===== src/rtl/uart_tx.sv =====
// uart_tx: asynchronous serial transmitter, start bit, DATA_BITS data
// bits LSB first, STOP_BITS stop bits, CLKS_PER_BIT clocks per bit.
// Ports: clk, rst (sync, active high), tx_data/tx_valid/tx_ready
// (valid/ready word input), tx (registered serial line, idles high),
// busy (registered, high while a frame is in progress).
module uart_tx #(
    parameter int DATA_BITS    = 8,
    parameter int STOP_BITS    = 1,
    parameter int CLKS_PER_BIT = 16
) (
    input  logic                 clk,
    input  logic                 rst,
    input  logic [DATA_BITS-1:0] tx_data,
    input  logic                 tx_valid,
    output logic                 tx_ready,
    output logic                 tx,
    output logic                 busy
);

    localparam int CW = $clog2(CLKS_PER_BIT);
    localparam logic [CW-1:0] CLK_LAST  = CW'(CLKS_PER_BIT - 1);
    localparam logic [3:0]    DATA_LAST = 4'(DATA_BITS - 1);
    localparam logic [3:0]    STOP_LAST = 4'(STOP_BITS - 1);

    typedef enum logic [1:0] {
        IDLE,
        START,
        DATA,
        STOP
    } state_t;

    state_t                 state_q, state_d;
    logic [CW-1:0]          clk_cnt_q, clk_cnt_d;
    logic [3:0]             bit_cnt_q, bit_cnt_d;
    logic [DATA_BITS-1:0]   shift_q, shift_d;
    logic                   tx_q, tx_d;
    logic                   busy_q, busy_d;
    logic                   bit_wrap;
    logic                   accept;

    always_comb begin
        bit_wrap  = (clk_cnt_q == CLK_LAST);
        // Ready in IDLE, or on the very last cycle of the final stop bit
        // so back-to-back frames need no idle gap.
        tx_ready  = !rst && ((state_q == IDLE) ||
                    ((state_q == STOP) && (bit_cnt_q == STOP_LAST) && bit_wrap));
        accept    = tx_valid && tx_ready;

        state_d   = state_q;
        clk_cnt_d = clk_cnt_q + CW'(1);
        bit_cnt_d = bit_cnt_q;
        shift_d   = shift_q;

        unique case (state_q)
            IDLE: begin
                clk_cnt_d = '0;
                if (accept) begin
                    state_d = START;
                    shift_d = tx_data;
                end
            end
            START: begin
                if (bit_wrap) begin
                    state_d   = DATA;
                    bit_cnt_d = '0;
                end
            end
            DATA: begin
                if (bit_wrap) begin
                    if (bit_cnt_q == DATA_LAST) begin
                        state_d   = STOP;
                        bit_cnt_d = '0;
                    end else begin
                        bit_cnt_d = bit_cnt_q + 4'd1;
                        shift_d   = shift_q >> 1;
                    end
                end
            end
            STOP: begin
                if (bit_wrap) begin
                    if (bit_cnt_q == STOP_LAST) begin
                        bit_cnt_d = '0;
                        if (accept) begin
                            state_d = START;
                            shift_d = tx_data;
                        end else begin
                            state_d = IDLE;
                        end
                    end else begin
                        bit_cnt_d = bit_cnt_q + 4'd1;
                    end
                end
            end
            default: begin
                state_d   = IDLE;
                clk_cnt_d = '0;
            end
        endcase

        // tx follows the next state so the line changes on the same edge
        // as the state register.
        unique case (state_d)
            START:   tx_d = 1'b0;
            DATA:    tx_d = shift_d[0];
            default: tx_d = 1'b1;
        endcase
        busy_d = (state_d != IDLE);
    end

    always_ff @(posedge clk) begin
        if (rst) begin
            state_q   <= IDLE;
            clk_cnt_q <= '0;
            bit_cnt_q <= '0;
            shift_q   <= '0;
            tx_q      <= 1'b1;
            busy_q    <= 1'b0;
        end else begin
            state_q   <= state_d;
            clk_cnt_q <= clk_cnt_d;
            bit_cnt_q <= bit_cnt_d;
            shift_q   <= shift_d;
            tx_q      <= tx_d;
            busy_q    <= busy_d;
        end
    end

    assign tx   = tx_q;
    assign busy = busy_q;

endmodule


===== config.mk =====
export PLATFORM = sky130hd
export DESIGN_NAME = uart_tx
export DESIGN_NICKNAME = d
export VERILOG_FILES = /design/src/rtl/uart_tx.sv
export SDC_FILE = /design/constraint.sdc
export NUM_CORES = 1
export LEC_CHECK = 0
export ABC_AREA = 1
export CAP_MARGIN = 20
export CORE_ASPECT_RATIO = 1.75
export CORE_MARGIN = 10
export CORE_UTILIZATION = 30
export DETAILED_ROUTE_END_ITERATION = 7
export GPL_TIMING_DRIVEN = 0
export HOLD_SLACK_MARGIN = 0.03
export PLACE_DENSITY = 0.55
export SLEW_MARGIN = 20
export SYNTH_ARGS = -nofsm -noshare
export SYNTH_HDL_FRONTEND = slang
export SYNTH_SLANG_ARGS = --single-unit

===== constraint.sdc =====
create_clock -name clk -period 2.8 [get_ports clk]
set_clock_uncertainty 0.15 [all_clocks]
set_input_delay 0.56 -clock clk [delete_from_list [all_inputs] [get_ports clk]]
set_output_delay 0.56 -clock clk [all_outputs]
set_load 0.02 [all_outputs]

==> qor.yml <==
antenna_found_initial: 0
clock_path_buffers: 2
io_pins: 14
synth_top_family_by_area: "simple AND/OR/NAND/NOR gates"
rsz0062_at_grt: "false"
dp_hpwl_mm: 2.42
synth_compound_area_share_pct: 12.2
setup_violations: 0
cp-start-kind: "input port"
clk_pin_slew_ns: 0.07
wl_per_cell_microns: 11.7
p_int_w: 0.000455
min_path_type: "flip-flop to flip-flop"
synth-simple-area-share_pct: 36.8
io_buffers: 12
cts_tree: "done"
pwr_density_cell_nw_per_um2: 410
drc_errors: 0
pwr-share-comb_pct: 21.7
synth-seq-area-share_pct: 30.1
maxSlewViolCount: 0
syn_nets: 218
yosysUniqueCellTypes: 29
status: "complete, no violations"
leakage_nw: 0.743
gr-usage-all-layers_pct: 8.55
slowest_stage: "clkdlybuf4s50_1"
initial_utilization_pct: 30.5
ys_seq_elements: 20
crit_buf_inv: 3
core_area_sq_um: 4360
stdcell_count: 264
crit_arrival_ns: 1.70
slew-limit-headroom_pct: 53.6
vias: 1214
power_switching_w: 0.000190
ir_drop_uv: 277
grt_max_degree: 11
ant_nets: 0
die_area_sq_um: 7610
criticalPathCategory: "input port to output pin"
drive_gt1_share_pct: 12.2
synthMuxAreaShare_pct: 0
crit_path_end_kind: "output pin"
crit_fanout: 10
cts.sinks: 20
grt-ovfl-total: 0
switching_share_pct: 29.5
grt_pass1_wl_mm: 5.34
p_seq_share_pct: 48.2
synthAdderAreaFrac_pct: 8.46
viasPerCell: 4.60
gp_congestion: 0.774
cts_buffers: 3
max_cap_viol_count: 0
diodes: 0
synth_warnings: 0
final-hold-violation-count: 0
critPathRequiredTime_ns: 2.09
cts_hold_buf: 0
num_rows: 32
finalCritPeriodShare_pct: 86.0
layout_min_cycle_time_ns: 2.41
syn-cell-area_sq_um: 1330
synth_xor_area_share_pct: 1.32
first_global_vias: 1215
worstMarginPinSlew_ns: 0.690
synthToLayoutAreaGrowth_pct: 18.2
avgSynthCellArea_sq_um: 6.72
clock_latency_ns: 0.26
die_w_microns: 70.4
setup_tns_ns: 0
crit_path_cell_trace: "clkdlybuf4s50_1 -> buf_2 -> nor2_1 -> dlymetal6s2s_1"
drt_iter0_drc: 26
ctsRootBufferMaster: "clkbuf_8"
power_w: 0.000645
rrSetupSlack_ns: 0.70
fp.dieH_microns: 108
detail_route.first_pass.iterations: 4
nets: 235
totalWireLength_mm: 3.09
cpPeakStageDelay_ns: 0.54
clkPwrFrac_pct: 30.1
synthCells: 198
dp.cells: 261
nFillCells: 461
ctsHtreeMaxLevel: 1
cp_top_family: "buffers and inverters"
max_freq_mhz: 415
==> cell usage in the layout, fill, tap and decap left out, types with 6 or more instances in the layout <==
master           count
nand3_1             14
clkdlybuf4s50_1     11
inv_1               31
a21oi_2              6
ha_1                 8
a21oi_1              6
nor2_1              14
dfxtp_1             19
nand4_1              7
nand2_1             60
o21ai_0              6
==> through the flow <==
| step | hold slack [ns] | setup WS [ns] | util [%] | cell area (sq um) |
|---|---|---|---|---|
| after CTS | 0.320 | 0.0314 | 36.0 | 1570 |
| final | 0.316 | 0.393 | 36.1 | 1570 |
| after floorplan | 0.268 | 0.790 | - | 1330 |
| after global placement | 0.287 | -0.222 | 34.7 | 1520 |
| after detailed placement | 0.309 | -0.217 | 34.7 | 1520 |
| after global routing | 0.343 | 0.313 | 36.1 | 1570 |
==> metal layers <==
layer  wire, microns  vias up  GRT usage, %
met3              80        5          1.83
met5               0        -             0
met2            1620       15          16.0
met1            1320      534          8.56
li1                -      660             -
met4              66        0          4.25
==> final cells by class <==
class | instances | area (sq um) | share of cell area, %
Multi-Input combinational cell | 141 | 796 | 50.6
Sequential cell | 20 | 402 | 25.5
Timing Repair Buffer | 12 | 123 | 7.79
Inverter | 32 | 120 | 7.63
Tap cell | 51 | 63.8 | 4.05
Clock buffer | 3 | 41.3 | 2.62
Buffer | 5 | 28.8 | 1.83
==> synth_stat cells <==
cell | instances | area [sq um]
a21oi_1 | 6 | 30.0
inv_2 | 1 | 3.75
nor3_1 | 1 | 5.00
clkbuf_1 | 2 | 7.51
buf_6 | 1 | 11.3
a21oi_2 | 6 | 52.6
o21ai_1 | 2 | 10.0
nand2_2 | 1 | 6.26
buf_2 | 1 | 5.00
nor2_4 | 1 | 11.3
nand3_1 | 14 | 70.1
nand3_2 | 3 | 30.0
ha_1 | 9 | 113
nor2_2 | 1 | 6.26
inv_1 | 31 | 116
nand4_1 | 7 | 43.8
o31ai_1 | 1 | 7.51
nor3_2 | 1 | 10.0
o22ai_1 | 1 | 6.26
or2_2 | 2 | 12.5
o21ai_0 | 6 | 30.0
dfxtp_1 | 20 | 400
xnor2_1 | 2 | 17.5
nand3_4 | 1 | 17.5
nor2_1 | 14 | 52.6
nand2_1 | 60 | 225
buf_1 | 1 | 3.75
o21bai_1 | 1 | 7.51
o21bai_4 | 1 | 18.8
==> final timing paths <==
| kind | start | endpoint | cells after the start |
|---|---|---|---|
| worst min-delay path | clk_cnt_q[0] | clk_cnt_q[0] | 1 |
| worst max register to register | state_q[0] | bit_cnt_q[0] | 6 |
| worst max-delay path | rst | tx_ready | 4 |
| worst min register to register | clk_cnt_q[0] | clk_cnt_q[0] | 1 |
==> cell families (layout without fill, tap and decap cells) <==
| kind of cell | after synthesis | count (layout) |
|---|---|---|
| AND/OR/NAND/NOR | 106 | 106 |
| buffers and inverters | 37 | 52 |
| AO/OA/AOI/OAI | 24 | 24 |
| flip-flops | 20 | 20 |
| adder cells (fa/ha/maj) | 9 | 9 |
| XOR/XNOR | 2 | 2 |
==> power groups by stage <==
stage | Combinational (W) | Sequential [W] | Clock [W]
6_report | 0.000140 | 0.000311 | 0.000194
2_1_floorplan | 0.0000950 | 0.000318 | 0
4_1_cts | 0.000143 | 0.000311 | 0.000200
3_3_place_gp | 0.000141 | 0.000317 | 0
5_1_grt | 0.000159 | 0.000313 | 0.000210
3_5_place_dp | 0.000142 | 0.000317 | 0
==> sequential cells by signal (all words and copies together) (netlist names) <==
signal,cells
busy,1
tx,1
clk_cnt_q,4
state_q,2
bit_cnt_q,4
shift_q,8
==> repair_timing <==
action / 4_1_cts / 5_1_grt
setup buffers: 0 / 0
endpoints found under the hold margin: 0 / 0
endpoints found under the setup margin: 1 / 1
resized for setup: 4 / 1
(Power assumes the default switching activity.)
